===== config.mk =====
export PLATFORM = sky130hd
export DESIGN_NAME = uart_tx_arbiter
export DESIGN_NICKNAME = d
export VERILOG_FILES = /design/src/rtl/uart_tx_arbiter.sv
export SDC_FILE = /design/constraint.sdc
export NUM_CORES = 1
export LEC_CHECK = 0
export CAP_MARGIN = 20
export CORE_UTILIZATION = 34
export DETAILED_ROUTE_END_ITERATION = 8
export HOLD_SLACK_MARGIN = 0.06
export PLACE_DENSITY = 0.58
export SYNTH_ARGS = -nofsm -noshare
export SYNTH_HDL_FRONTEND = slang
export SYNTH_SLANG_ARGS = --single-unit

===== constraint.sdc =====
create_clock -name i_clk -period 2.67 [get_ports i_clk]
set_input_delay 0.267 -clock i_clk [delete_from_list [all_inputs] [get_ports i_clk]]
set_output_delay 0.267 -clock i_clk [all_outputs]
set_load 0.005 [all_outputs]

===== src/rtl/uart_tx_arbiter.sv =====
// Round-robin arbiter sharing one uart_tx between N byte-stream requesters.
// Define UART_TX_ARB_LOCK_EN to keep ownership until a requester's last byte of a message.
module uart_tx_arbiter #(
  parameter int N        = 4,
  parameter int DATA     = 8,
  parameter int TIMEOUT  = 1024,
  parameter int CNT_BITS = 16
) (
  input  logic                  i_clk,
  input  logic                  i_rst_n,
  input  logic                  i_en,
  input  logic [N-1:0]          i_req,
  input  logic [N*DATA-1:0]     i_req_data,
  input  logic [N-1:0]          i_req_last,
  output logic [N-1:0]          o_req_ack,
  output logic [DATA-1:0]       o_tx_data,
  output logic                  o_tx_ready,
  input  logic                  i_tx_next,
  output logic [N-1:0]          o_grant,
  output logic                  o_err,
  output logic [CNT_BITS-1:0]   o_byte_count
);

  localparam int PW = (N > 1) ? $clog2(N) : 1;
  localparam int TW = (TIMEOUT > 2) ? $clog2(TIMEOUT) : 1;

  typedef enum logic [1:0] {ARB, WAIT_NEXT, PRESENT} state_t;

  state_t          state;
  logic [PW-1:0]   ptr;
  logic [PW-1:0]   g_idx;
  logic [TW-1:0]   tmo_cnt;
  logic [PW-1:0]   pick;
  logic [DATA-1:0] req_bytes [N];

  // First requester at or after start, wrapping from N-1 back to 0.
  function automatic logic [PW-1:0] rr_pick(input logic [N-1:0] req,
                                            input logic [PW-1:0] start);
    logic [PW-1:0] sel;
    logic [PW:0]   k;
    logic          found;
    sel   = start;
    found = 1'b0;
    for (int i = 0; i < N; i++) begin
      k = {1'b0, start} + (PW+1)'(i);
      if (k >= (PW+1)'(N)) k = k - (PW+1)'(N);
      if (!found && req[k[PW-1:0]]) begin
        sel   = k[PW-1:0];
        found = 1'b1;
      end
    end
    return sel;
  endfunction

  function automatic logic [PW-1:0] rr_next(input logic [PW-1:0] idx);
    return (idx == PW'(N-1)) ? '0 : idx + 1'b1;
  endfunction

  function automatic logic [N-1:0] to_onehot(input logic [PW-1:0] idx);
    logic [N-1:0] v;
    v      = '0;
    v[idx] = 1'b1;
    return v;
  endfunction

  always_comb begin
    for (int k = 0; k < N; k++) req_bytes[k] = i_req_data[k*DATA +: DATA];
  end

  always_comb begin
    pick = rr_pick(i_req, ptr);
  end

`ifdef UART_TX_ARB_LOCK_EN
  // Last-of-message flag captured with the byte so a requester changing it later has no effect.
  logic last_q;
`else
  logic unused_last;
  assign unused_last = ^i_req_last;
`endif

  always_ff @(posedge i_clk or negedge i_rst_n) begin
    if (!i_rst_n) begin
      state        <= ARB;
      ptr          <= '0;
      g_idx        <= '0;
      tmo_cnt      <= '0;
      o_req_ack    <= '0;
      o_tx_data    <= '0;
      o_tx_ready   <= 1'b0;
      o_grant      <= '0;
      o_err        <= 1'b0;
      o_byte_count <= '0;
`ifdef UART_TX_ARB_LOCK_EN
      last_q       <= 1'b0;
`endif
    end else begin
      o_req_ack <= '0;
      o_err     <= 1'b0;
      if (i_en) begin
        unique case (state)
          ARB: begin
            if (|i_req) begin
              g_idx     <= pick;
              o_grant   <= to_onehot(pick);
              o_tx_data <= req_bytes[pick];
`ifdef UART_TX_ARB_LOCK_EN
              last_q    <= i_req_last[pick];
`endif
              state     <= WAIT_NEXT;
            end else begin
              o_grant <= '0;
            end
          end
          WAIT_NEXT: begin
            if (i_tx_next) begin
              o_tx_ready <= 1'b1;
              tmo_cnt    <= '0;
              state      <= PRESENT;
            end
          end
          PRESENT: begin
            // o_next falling is the transmitter's latch; it outranks a timeout on the same edge.
            if (!i_tx_next) begin
              o_tx_ready   <= 1'b0;
              o_req_ack    <= o_grant;
              o_byte_count <= o_byte_count + CNT_BITS'(1);
`ifdef UART_TX_ARB_LOCK_EN
              ptr          <= last_q ? rr_next(g_idx) : g_idx;
`else
              ptr          <= rr_next(g_idx);
`endif
              state        <= ARB;
            end else if (tmo_cnt == TW'(TIMEOUT-1)) begin
              o_tx_ready <= 1'b0;
              o_err      <= 1'b1;
              ptr        <= rr_next(g_idx);
              state      <= ARB;
            end else begin
              tmo_cnt <= tmo_cnt + 1'b1;
            end
          end
          default: state <= ARB;
        endcase
      end
    end
  end

endmodule


==> out/results.ini <==
[clock_network]
cts_hold_buf=1
clock_latency_ns=0.30
cts_buffer_depth=2
cts_buffers=5
cts_setup_buffers=0
htree_levels=2
cts_tree=yes
ctsResizeCount=0
clkTransAtPathRegs_ns=0.09
cts.sinks=50
cts-root-buf=clkbuf_8

[grt]
antenna_found_initial=0
grt_max_degree=20
grt_pass1_vias=2340
grt_pass1_wl_mm=11.4
grt.overflow.total=0
grtUsageTotal=0.166

[setup_path]
r2r_slack_ns=0.48
crit_arrival_ns=2.38
crit_fanout=5
crit_path_end=ptr[1]
r2r_cells=5
worstSetupStartpointType=flip-flop
worstSetupEndpointType=flip-flop
reg2reg_to=ptr[1]
rr_startpoint=tmo_cnt[0]
crit_start=tmo_cnt[0]
critPathRequiredTime_ns=2.86
critical_path_class=reg2reg

[placement]
routabilityCongestion=0.817
numPortBuffers=73
dp_hpwl_mm=5.20

[sta]
worst_pin_slew_ns=0.713
final_max_slew_viol_count=0
slew-limit-headroom=0.523
max_freq_ghz=0.458
final_hold_viol_count=0
post-route-period-util=0.819
grt_setup_unrepaired=false
setup_tns_ns=0
finClkSkew_ns=0.00819
setup_viol=0
min_period_ns=2.19

[flow_run]
cap_violations=0

[yosys]
synthFlopType=dfrtp_1
syn_nets=326
syn-instance-count=279
yosysUniqueCellTypes=59
synth_edf_count=0
ys_seq_area_frac=0.445
ys_seq_elements=50
yosysWarnings=0
ys_async_sr_fraction=1.00
syn_avg_cell_area_sq_um=10.1
synth_area_sq_um=2810

[final_layout]
fin_util=0.482
num-nets-final=405
final-seq-area_sq_um=1250
multi_input_area_sq_um=1460
layout_common_cells=clkdlybuf4s50_1, dfrtp_1, nand2_1
layout_commonest_cell=clkdlybuf4s50_1
n_antenna_cell=0
drive_gt1_frac=0.103
syn2layout_area_growth_pct=34.5
fillers=749

[detailed_routing]
vias=2390
postRouteAntennaNets=0
drc_errors=0
wirelength_mm=6.75
avgRoutedWirePerCell_microns=14.6
first_pass_iters=4
first_iter_violations=146
viasPerCell=5.18

[die]
coreArea_sq_um=7850
rows=32
ioPinCount=78
dieArea_sq_um=8640
die_h_microns=93.0
die_x_microns=93.0
initial_utilization=0.359

[power]
p_per_area_nw_per_um2=733
peakVddDrop_uv=301
power.leakage_nw=1.57

[worst_hold_path]
hold_class=in2async

[outcome]
status=finished, final reports clean

[state kept, by name (all words and copies together), names as in the netlist]
| name | flops |
|---|---|
| g_idx | 2 |
| o_grant | 4 |
| o_req_ack | 4 |
| state | 2 |
| o_byte_count | 16 |
| ptr | 2 |
| o_err | 1 |
| o_tx_ready | 1 |
| o_tx_data | 8 |
| tmo_cnt | 10 |
[synth_stat cells (2+ instances only)]
cell type   n  area share
a211oi_1    2      0.0053
a21boi_0    3      0.0080
nand4_1    10       0.022
and3_1      7       0.016
o31ai_1     8       0.021
o211ai_1    2      0.0053
xnor2_1    12       0.037
a21o_1      6       0.016
a32o_1      2      0.0071
xor2_1      6       0.019
o21a_1      2      0.0053
dfrtp_1    50        0.44
nand3_1    10       0.018
a41oi_1     6       0.019
nor2_1     16       0.021
inv_1       5      0.0067
nor2b_1     2      0.0044
and4_1      4       0.012
o21ai_0    25       0.044
nor2b_4     2      0.0098
ha_1        3       0.013
a2111oi_0   3      0.0093
and2_1      4      0.0089
nand2_1    27       0.036
a21oi_1     3      0.0053
a31oi_1     8       0.018
or4_1       2      0.0053
buf_2       7       0.012
o21ai_4     2       0.012
nor3_1      7       0.012
buf_6       3       0.012
buf_4       2      0.0053
and3b_1     2      0.0062
[worst max-delay path, stage by stage, from the launching register on]
cell and delay, ns:
dfrtp_1 0.42, ha_1 0.26, and4_1 0.32, nand3_1 0.22, a2111oi_4 0.49, mux2_1 0.36
[power breakdown]
group	switching, mW	total [mW]	leakage [nW]	internal (mW)
registers	0.169	1.09	0.655	0.925
clock network	0.258	0.539	0.0585	0.281
logic	0.559	1.14	0.859	0.582
total	0.987	2.77	1.57	1.79
[cell families after synthesis]
kind of cell,Yosys count,synth area share
xor gates and xnor gates,18,0.0560
DFF,50,0.445
and+or+nand+nor,106,0.215
muxes,4,0.0213
adders and majority gates,3,0.0133
buffers and inverters,18,0.0382
AOI/OAI and AO/OA,80,0.212
[layer usage]
metal	track usage	vias up	wire length, microns
met2	0.268	56	3240
li1	-	1202	-
met1	0.227	1126	3120
met4	0.0474	0	75
met3	0.0317	6	308
met5	0	-	0
[final cells by class]
| type | instances | area share |
|---|---|---|
| multi-input combinational | 211 | 0.385 |
| sequential | 50 | 0.331 |
| timing repair buffer | 85 | 0.216 |
| tap | 102 | 0.0337 |
| clock buffer | 5 | 0.0182 |
| clock inverter | 3 | 0.0116 |
| inverter | 5 | 0.00496 |
[per-stage QoR]
| step | std cells | setup WS, ns | hold slack, ns | area [sq um] | total power, mW |
|---|---|---|---|---|---|
| 2_1_floorplan | 279 | 0.740 | -0.0286 | 2810 | 1.76 |
| 3_3_place_gp | 452 | 0.246 | 0.241 | 3660 | 2.24 |
| 3_5_place_dp | 452 | 0.211 | 0.237 | 3660 | 2.26 |
| 4_1_cts | 461 | 0.490 | 0.441 | 3780 | 2.81 |
| 5_1_grt | 461 | 0.347 | 0.467 | 3780 | 2.99 |
| 6_report | 461 | 0.485 | 0.426 | 3780 | 2.77 |
[worst min path at each step]
| stage | from | end | slack (ns) | cells past startpoint |
|---|---|---|---|---|
| 2_1_floorplan | i_rst_n | g_idx[0] | -0.03 | 0 |
| 3_3_place_gp | i_rst_n | o_tx_data[7] | 0.24 | 1 |
| 3_5_place_dp | i_rst_n | o_tx_data[7] | 0.24 | 1 |
| 4_1_cts | i_rst_n | o_tx_data[2] | 0.44 | 2 |
| 5_1_grt | i_rst_n | o_byte_count[3] | 0.47 | 2 |
| 6_report | i_rst_n | o_tx_data[4] | 0.43 | 2 |
Power figures use the tool's default switching activity.
